**src/rtl/keypad_pkg.sv**
```systemverilog
// keypad_pkg: shared types and constants for the keypad lock slice.
// Imported by the debouncer and the lock controller.
package keypad_pkg;

    typedef enum logic [2:0] {
        S_IDLE,
        S_ENTRY,
        S_CHECK,
        S_OPEN,
        S_LOCKOUT
    } lock_state_t;

    typedef logic [3:0] digit_t;

    localparam int     CODE_LEN  = 4;
    localparam digit_t MAX_DIGIT = 4'd9;

endpackage

```
**src/rtl/key_debounce.sv**
```systemverilog
// key_debounce: synchronises the decoder's {valid, number} pair and turns
// each stable press into a single strobe; a stable release re-arms it.
module key_debounce
    import keypad_pkg::*;
#(
    parameter int DEBOUNCE_CYCLES = 4
) (
    input  logic   clk,
    input  logic   rst_n,
    input  logic   valid,
    input  digit_t number,
    output logic   key_strobe,
    output digit_t key_value
);

    localparam int CW = $clog2(DEBOUNCE_CYCLES) + 1;
    localparam logic [CW-1:0] DMAX = CW'(DEBOUNCE_CYCLES);
    localparam logic [CW-1:0] DM1  = CW'(DEBOUNCE_CYCLES - 1);
    localparam logic [CW-1:0] ONE  = CW'(1);

    logic [4:0]    s1_q, s2_q, prev_q;
    logic [CW-1:0] cnt_q, cnt_d;
    logic          held_q, strobe_q;
    digit_t        value_q;
    logic          same, stable, accept, rearm;

    // cnt_q holds the previous cycle's run length, saturated at DMAX.
    always_comb begin
        same   = (s2_q == prev_q);
        stable = same ? (cnt_q >= DM1) : (DEBOUNCE_CYCLES == 1);
        cnt_d  = ONE;
        if (same) begin
            cnt_d = (cnt_q < DMAX) ? cnt_q + ONE : cnt_q;
        end
        accept = stable && s2_q[4] && (s2_q[3:0] <= MAX_DIGIT) && !held_q;
        rearm  = stable && !s2_q[4];
    end

    always_ff @(posedge clk or negedge rst_n) begin
        if (!rst_n) begin
            s1_q     <= '0;
            s2_q     <= '0;
            prev_q   <= '0;
            cnt_q    <= '0;
            held_q   <= 1'b0;
            strobe_q <= 1'b0;
            value_q  <= '0;
        end else begin
            s1_q     <= {valid, number};
            s2_q     <= s1_q;
            prev_q   <= s2_q;
            cnt_q    <= cnt_d;
            strobe_q <= accept;
            if (accept) begin
                value_q <= s2_q[3:0];
                held_q  <= 1'b1;
            end else if (rearm) begin
                held_q  <= 1'b0;
            end
        end
    end

    assign key_strobe = strobe_q;
    assign key_value  = value_q;

endmodule

```
**src/rtl/keypad_lock.sv**
```systemverilog
// keypad_lock: collects debounced keypad digits, checks a 4-digit code
// and drives the unlock and alarm indicators.
module keypad_lock
    import keypad_pkg::*;
#(
    parameter int          DEBOUNCE_CYCLES = 4,
    parameter logic [15:0] CODE            = 16'h1234,
    parameter int          OPEN_CYCLES     = 8,
    parameter int          MAX_TRIES       = 3,
    parameter int          LOCKOUT_CYCLES  = 32,
    parameter int          ENTRY_TIMEOUT   = 64
) (
    input  logic       clk,
    input  logic       rst_n,
    input  logic       valid,
    input  logic [3:0] number,
    output logic       key_strobe,
    output logic [3:0] key_value,
    output logic [2:0] digit_count,
    output logic       unlocked,
    output logic       alarm
);

    localparam int OW = $clog2(OPEN_CYCLES) + 1;
    localparam int LW = $clog2(LOCKOUT_CYCLES) + 1;
    localparam int TW = $clog2(ENTRY_TIMEOUT) + 1;
    localparam logic [OW-1:0] OPEN_LAST = OW'(OPEN_CYCLES - 1);
    localparam logic [LW-1:0] LOCK_LAST = LW'(LOCKOUT_CYCLES - 1);
    localparam logic [TW-1:0] TO_LAST   = TW'(ENTRY_TIMEOUT - 1);
    localparam logic [1:0]    FAIL_LAST = 2'(MAX_TRIES - 1);
    localparam logic [2:0]    CNT_LAST  = 3'(CODE_LEN - 1);

    lock_state_t   state_q;
    logic [15:0]   buf_q;
    logic [2:0]    cnt_q;
    logic [1:0]    fail_q;
    logic [OW-1:0] open_q;
    logic [LW-1:0] lock_q;
    logic [TW-1:0] idle_q;
    logic          unl_q, alarm_q;
    logic          strobe;
    digit_t        kv;

    key_debounce #(
        .DEBOUNCE_CYCLES(DEBOUNCE_CYCLES)
    ) u_debounce (
        .clk       (clk),
        .rst_n     (rst_n),
        .valid     (valid),
        .number    (number),
        .key_strobe(strobe),
        .key_value (kv)
    );

    always_ff @(posedge clk or negedge rst_n) begin
        if (!rst_n) begin
            state_q <= S_IDLE;
            buf_q   <= '0;
            cnt_q   <= '0;
            fail_q  <= '0;
            open_q  <= '0;
            lock_q  <= '0;
            idle_q  <= '0;
            unl_q   <= 1'b0;
            alarm_q <= 1'b0;
        end else begin
            unique case (state_q)
                S_IDLE: begin
                    if (strobe) begin
                        buf_q   <= {12'h000, kv};
                        cnt_q   <= 3'd1;
                        idle_q  <= '0;
                        state_q <= S_ENTRY;
                    end
                end
                S_ENTRY: begin
                    if (strobe) begin
                        buf_q  <= {buf_q[11:0], kv};
                        cnt_q  <= cnt_q + 3'd1;
                        idle_q <= '0;
                        if (cnt_q == CNT_LAST) begin
                            state_q <= S_CHECK;
                        end
                    end else if (idle_q == TO_LAST) begin
                        buf_q   <= '0;
                        cnt_q   <= '0;
                        state_q <= S_IDLE;
                    end else begin
                        idle_q <= idle_q + TW'(1);
                    end
                end
                S_CHECK: begin
                    buf_q <= '0;
                    cnt_q <= '0;
                    if (buf_q == CODE) begin
                        fail_q  <= '0;
                        unl_q   <= 1'b1;
                        open_q  <= '0;
                        state_q <= S_OPEN;
                    end else if (fail_q == FAIL_LAST) begin
                        fail_q  <= '0;
                        alarm_q <= 1'b1;
                        lock_q  <= '0;
                        state_q <= S_LOCKOUT;
                    end else begin
                        fail_q  <= fail_q + 2'd1;
                        state_q <= S_IDLE;
                    end
                end
                S_OPEN: begin
                    if (open_q == OPEN_LAST) begin
                        unl_q   <= 1'b0;
                        state_q <= S_IDLE;
                    end else begin
                        open_q <= open_q + OW'(1);
                    end
                end
                S_LOCKOUT: begin
                    if (lock_q == LOCK_LAST) begin
                        alarm_q <= 1'b0;
                        state_q <= S_IDLE;
                    end else begin
                        lock_q <= lock_q + LW'(1);
                    end
                end
                default: state_q <= S_IDLE;
            endcase
        end
    end

    assign key_strobe  = strobe;
    assign key_value   = kv;
    assign digit_count = cnt_q;
    assign unlocked    = unl_q;
    assign alarm       = alarm_q;

endmodule

```
**config.mk**
```make
export PLATFORM = sky130hd
export DESIGN_NAME = keypad_lock
export DESIGN_NICKNAME = d
export VERILOG_FILES = /design/src/rtl/keypad_pkg.sv /design/src/rtl/key_debounce.sv /design/src/rtl/keypad_lock.sv
export SDC_FILE = /design/constraint.sdc
export NUM_CORES = 1
export LEC_CHECK = 0
export ABC_CLOCK_PERIOD_IN_PS = 2050
export CAP_MARGIN = 20
export CORE_UTILIZATION = 30
export CTS_CLUSTER_DIAMETER = 120
export DETAILED_ROUTE_END_ITERATION = 8
export DONT_BUFFER_PORTS = 1
export PLACE_DENSITY_LB_ADDON = 0.08
export RECOVER_POWER = 50
export SYNTH_ARGS = -nofsm -noshare
export SYNTH_HDL_FRONTEND = slang
export SYNTH_HIERARCHICAL = 1
export SYNTH_SLANG_ARGS = --single-unit
```
**constraint.sdc**
```tcl
create_clock -name clk -period 2.05 [get_ports clk]
set_clock_uncertainty 0.2 [all_clocks]
set_input_delay 0.205 -clock clk [delete_from_list [all_inputs] [get_ports clk]]
set_output_delay 0.205 -clock clk [all_outputs]
set_load 0.05 [all_outputs]
```
==> flow_metrics.tcl, run 1 <==
set metrics [dict create \
    status "finished, violations left" \
    violations "setup timing" \
    r2r_cells 6 \
    min_period_ns 2.14 \
    yosysWarningCount 6 \
    vias 2078 \
    crit_arrival_ns 2.18 \
    drt_iter0_drc 77 \
    portBuffers 0 \
    synthDistinctLibCells 55 \
    synth_nets 267 \
    critPathMostFrequentCell "ha_1" \
    worst-path-max-fanout 5 \
    ir_worst_vdd_v 0.000507 \
    grt_max_degree 68 \
    cp_num_cells 6 \
    cts_tree "built" \
    grt_antenna_before_repair 0 \
    clock_path_buffers 2 \
    finish.net_count 313 \
    p_leak_nw 1.67 \
    worst_pin_slew_ns 0.934 \
    synth_xor_area_share_pct 3.24 \
    synth_simple_gate_area_share_pct 13.2 \
    placed_area_um2 3350 \
    die_x_um 102 \
    clk_pin_slew_ns 0.09 \
    gr-total-overflow 0 \
    fin_ws_ns -0.0921 \
    cp_top_family "simple AND/OR/NAND/NOR gates" \
    place_congestion 0.713 \
    cts_sinks 67 \
    first_pass_iters 4 \
    die-area_um2 10300 \
    swShare_pct 25.0 \
    ys_ff_latch 67 \
    synth_cells 253 \
    pwr-share-seq_pct 48.3 \
    root_buffer "clkbuf_8" \
    synth_top_family_by_area "compound AO/OA/AOI/OAI gates" \
    synth_edf_count 0 \
    required_ns 2.09 \
    setup_viol 4 \
    synth_ff_type "dfrtp_1" \
    synth_compound_area_share_pct 17.4 \
    end_kind "flop" \
    ant_nets 0 \
    synth_mux_area_share_pct 3.54 \
    fp.dieH_um 102 \
    clock.fmax_mhz 467 \
    cts_inserted_buffers 9 \
    ys_seq_area_share_pct 56.4 \
    post-route-period-util_pct 104 \
    fillers 926 \
    crit_path_top_delay_cell "or4b_4" \
    start_util_pct 31.6 \
    netSwitchingPower_uw 723 \
    worst-path-buf-inv 0 \
    finalMaxSlewViolations 0 \
    finalHoldViolCount 0 \
    relSlewSlack_pct 37.8 \
    hp-class "reg -> reg" \
    area_growth_pct 23.6 \
    worstSkewPairLatency_ns 0.35 \
    p_comb_share_pct 7.1 \
    synth_adder_area_share_pct 2.95 \
    fin_area_um2 3670 \
    synthArstFlopShare_pct 100 \
    dp_hpwl_mm 4.32 \
    drc 0 \
    cp_cell_sequence "ha_1 -> ha_1 -> a211oi_1 -> or4b_4 -> nor3_4 -> mux2_2" \
    ios 17 \
    internal_power_mw 2.17 \
    rrSetupSlack_ns -0.09 \
    cap_violations 0 \
    n_antenna_cell 0 \
    p_clk_share_pct 44.6 \
    hold_depth 0 \
    whs_ns 0.153 \
    grt_pass1_vias 2202 \
    critPathKind "reg -> reg" \
    routedWlPerCell_um 14.6 \
    slowest_delay_ns 0.50 \
    h-tree-depth 3 \
    powerDensity_nw_per_um2 788 \
    syn_area_per_cell_um2 11.7 \
    rsz0062_at_grt "true" \
    wl_mm 6.32 \
    vias_per_cell 4.80 \
    core-area_um2 9420 \
    syn-cell-area_um2 2970 \
    grtUsageTotal_pct 14.0 \
    num_rows 35 \
    grt_pass1_wl_mm 10.8 \
    critPathLaunchType "flop" \
    drive_gt1_share_pct 22.0 \
]
==> worst reg2reg max path: cells and delay by family (launching register included) <==
family | cells | cell delay (ns)
AND/OR/NAND/NOR | 2 | 0.74
multiplexers | 1 | 0.37
flip-flops | 1 | 0.36
adder cells (fa/ha/maj) | 2 | 0.30
AO/OA/AOI/OAI | 1 | 0.06
==> layout make-up <==
class / count / area, um2 / share of cell area [%]
tap: 129 / 161 / 4.39
sequential: 67 / 1680 / 45.6
multi-input combinational: 167 / 1220 / 33.1
timing repair buffer: 44 / 350 / 9.54
inverter: 10 / 37.5 / 1.02
clock buffer: 9 / 124 / 3.37
clock inverter: 7 / 108 / 2.93
==> registers in the layout, indices dropped and copies added, names as in the netlist <==
register / flops
buf_q: 16
digit_count: 3
state_q: 3
open_q: 4
fail_q: 2
u_debounce/held_q: 1
unlocked: 1
u_debounce/cnt_q: 3
u_debounce/key_value: 4
u_debounce/s1_q: 5
alarm: 1
lock_q: 6
u_debounce/prev_q: 5
idle_q: 7
u_debounce/s2_q: 5
u_debounce/key_strobe: 1
==> cell usage in the layout (no fill, tap or decap), types with 7 or more instances in the layout <==
| cell | count |
|---|---|
| a21oi_1 | 7 |
| xnor2_1 | 9 |
| nand2_1 | 21 |
| nand3_1 | 9 |
| ha_1 | 7 |
| dfrtp_1 | 67 |
| clkbuf_8 | 9 |
| nor2_1 | 15 |
| a22o_1 | 20 |
| o21ai_0 | 12 |
| buf_4 | 34 |
| inv_1 | 10 |
==> timing repair <==
item,4_1_cts,5_1_grt
hold endpoints to repair,72,0
buffers inserted,1,1
pin swaps,0,0
endpoints found under the setup margin,4,12
hold buffers,7,0
gates resized for setup,0,4
==> power by group through the flow <==
stage | clock [mW] | combinational, mW | sequential [mW]
detailed placement | 0 | 0.172 | 1.43
CTS | 1.33 | 0.217 | 1.40
global placement | 0 | 0.168 | 1.43
global route | 1.39 | 0.237 | 1.41
finish | 1.29 | 0.205 | 1.40
floorplan | 0 | 0.0890 | 1.43
==> final timing paths <==
check                                          end           startpoint
max in group asynchronous               state_q[1]                rst_n
min in group asynchronous                idle_q[4]                rst_n
setup reg to reg           u_debounce/key_value[0]  u_debounce/cnt_q[0]
setup / recovery           u_debounce/key_value[0]  u_debounce/cnt_q[0]
hold / removal                  u_debounce/s2_q[4]   u_debounce/s1_q[4]
hold reg to reg                 u_debounce/s2_q[4]   u_debounce/s1_q[4]
==> metal layers <==
metal  GRT usage [%]  routed length [um]  up-vias
met5               0                   0        -
met4            5.35                  76        0
met3            4.28                 211        6
met2            22.8                2960       20
met1            17.3                3070     1031
li1                -                   -     1021
==> synthesized netlist by cell type (2+ instances only) <==
library cell | count | area, um2
o21ai_0 | 12 | 60.1
dfrtp_1 | 67 | 1680
mux2_2 | 4 | 45.0
inv_1 | 10 | 37.5
a22o_1 | 20 | 175
o2bb2ai_1 | 2 | 17.5
nor2_1 | 15 | 56.3
a211oi_1 | 2 | 15.0
a21oi_1 | 7 | 35.0
nand2_1 | 21 | 78.8
mux2i_1 | 6 | 60.1
ha_1 | 7 | 87.6
buf_2 | 5 | 25.0
a31oi_1 | 3 | 18.8
nor3_1 | 2 | 10.0
and4_1 | 2 | 17.5
xnor2_1 | 9 | 78.8
xor2_1 | 2 | 17.5
o311ai_0 | 2 | 17.5
and2_1 | 2 | 12.5
nand3_1 | 9 | 45.0
nand4_1 | 3 | 18.8
buf_6 | 2 | 22.5
nor4b_1 | 3 | 26.3
a21o_1 | 3 | 22.5
o22ai_1 | 4 | 25.0
==> cell families after synthesis <==
group,count (synthesis)
AOI/OAI and AO/OA,68
xor gates and xnor gates,11
adders and majority gates,7
buffers and inverters,19
DFF,67
muxes,10
and+or+nand+nor,71
==> per-stage QoR <==
step                      power, mW  setup slack, ns  std cells  TNS, ns  utilization [%]
after floorplan                1.52         -0.00455        253  -0.0182                -
after global placement         1.60          -0.0384        408   -0.151             35.6
after detailed placement       1.60          -0.0756        408   -0.293             35.6
after CTS                      2.95          -0.0930        432   -0.361             39.1
after global routing           3.03           -0.164        433   -0.714             39.0
final                          2.89          -0.0921        433   -0.364             39.0
Power figures use the tool's default switching activity.
==> inputs of run 2 (changes only) <==
RECOVER_POWER = default   (was 50)
==> flow_metrics.tcl, run 2 (synthesis gave the netlist of run 1 again) <==
set metrics [dict create \
    area_growth_pct 24.5 \
    drc 0 \
    largestRegisters "buf_q: 16 flops, idle_q: 7 flops, lock_q: 6 flops" \
    required_ns 2.09 \
    p_comb_share_pct 7.3 \
    place_ws_ns -0.0756 \
    fp.dieH_um 102 \
    start_util_pct 31.6 \
    hp-class "reg -> reg" \
    layoutNonFillerInstCount 433 \
    finish.net_count 313 \
    die_x_um 102 \
    vias_per_cell 4.81 \
    final_util_pct 39.3 \
    drive_gt1_share_pct 22.7 \
    finalHoldViolCount 0 \
    p_leak_nw 1.68 \
    r2r_end "u_debounce/key_value[2]" \
    grt_pass1_wl_mm 10.8 \
    hold_depth 0 \
    min-delay-start "u_debounce/s1_q[4]" \
    place_congestion 0.713 \
    fin_ws_ns -0.0906 \
    finalPower_mw 2.90 \
    clock_path_buffers 2 \
    internal_power_mw 2.18 \
    layout_common_cells "dfrtp_1, buf_4, nand2_1" \
    end_kind "flop" \
    violations "setup timing" \
    grtUsageTotal_pct 14.0 \
    netSwitchingPower_uw 724 \
    relSlewSlack_pct 65.0 \
    status "finished, violations left" \
    dp_hpwl_mm 4.32 \
    min_to "u_debounce/s2_q[4]" \
    finalMaxSlewViolations 0 \
    cts_sinks 67 \
    p_clk_share_pct 44.5 \
    root_buffer "clkbuf_8" \
    gr-total-overflow 0 \
    clock.fmax_mhz 467 \
    vias 2081 \
    pwr-share-seq_pct 48.2 \
    rr_startpoint "u_debounce/cnt_q[0]" \
    rsz0062_at_grt "true" \
    fillers 924 \
    grt_max_degree 68 \
    powerDensity_nw_per_um2 784 \
    cts_tree "built" \
    portBuffers 0 \
    die-area_um2 10300 \
    grt_pass1_vias 2202 \
    regMostFlops "buf_q" \
    largest_register_ff_count 16 \
    final.setup.tns_ns -0.358 \
    dp_cells 408 \
    final_common_cell "dfrtp_1" \
    min_period_ns 2.14 \
    cts_inserted_buffers 9 \
    first_pass_iters 4 \
    r2r_cells 6 \
    grt_antenna_before_repair 0 \
    ir_worst_vdd_v 0.000507 \
    n_antenna_cell 0 \
    routedWlPerCell_um 14.6 \
    critPathKind "reg -> reg" \
    core-area_um2 9420 \
    drt_iter0_drc 77 \
    critPathLaunchType "flop" \
    num_rows 35 \
    clk_pin_slew_ns 0.09 \
    worst-path-max-fanout 5 \
    ant_nets 0 \
    ios 17 \
    worstSkewPairLatency_ns 0.34 \
    post-route-period-util_pct 104 \
    rrSetupSlack_ns -0.09 \
    setup_viol 4 \
    swShare_pct 24.9 \
    cap_violations 0 \
    wl_mm 6.30 \
    h-tree-depth 3 \
    worst_pin_slew_ns 0.525 \
    crit_arrival_ns 2.18 \
]
## run 2: cell count changes in the layout (fill, tap and decap cells not counted), sizes merged
cell | previous run | this run
clkbuf | 12 | 9
buf | 35 | 38
## run 2: worst max-delay path, cell delays in order, from the launching register on
cell,delay (ns)
dfrtp_1,0.36
ha_1,0.16
ha_1,0.14
a211oi_1,0.05
or4b_4,0.50
nor3_4,0.24
mux2_2,0.37
## run 2: metal layers
layer  vias up  wire length, um  part of all wire (%)  track usage (%)
met5         -                0                     0                0
met4         0               76                   1.2             5.35
met3         6              210                   3.3             4.28
met2        20             2980                    47             22.8
met1      1033             3040                    48             17.3
li1       1022                -                     -                -
## run 2: worst max-delay path by stage
stage                   startpoint  slack [ns]  cells after the start                      end
2_1_floorplan  u_debounce/cnt_q[0]      -0.005                      6  u_debounce/key_value[0]
4_1_cts        u_debounce/cnt_q[0]       -0.09                      6  u_debounce/key_value[3]
3_3_place_gp   u_debounce/cnt_q[0]       -0.04                      6  u_debounce/key_value[2]
5_1_grt        u_debounce/cnt_q[0]       -0.16                      6  u_debounce/key_value[3]
6_report       u_debounce/cnt_q[0]       -0.09                      6  u_debounce/key_value[2]
3_5_place_dp   u_debounce/cnt_q[0]       -0.08                      6  u_debounce/key_value[3]
## run 2: layout make-up
type	count	area [um2]	share of cell area, %
well taps	129	161	4.36
repair buffers	44	378	10.2
clock inverters	7	108	2.91
inverters	10	37.5	1.01
clock buffers	9	124	3.35
flip-flops and latches	67	1680	45.3
multi-input cells	167	1220	32.9
## run 2: power groups by stage
stage / Sequential, mW / Combinational [mW] / Clock (mW)
floorplan: 1.43 / 0.0890 / 0
global placement: 1.43 / 0.168 / 0
detailed placement: 1.43 / 0.172 / 0
CTS: 1.40 / 0.217 / 1.33
global route: 1.41 / 0.245 / 1.39
finish: 1.40 / 0.212 / 1.29
## run 2: timing repair
action                     CTS  global route
gates resized for setup      0             4
buffers inserted             1             1
hold endpoints to repair    72             0
setup endpoints to repair    4            12
hold buffers                 7             0
## run 2: through the flow
step                      instance area, um2  hold WS (ns)
after floorplan                         2980        -0.291
after global placement                  3350        -0.289
after detailed placement                3350        -0.289
after CTS                               3680         0.156
after global routing                    3700         0.160
final                                   3700         0.153
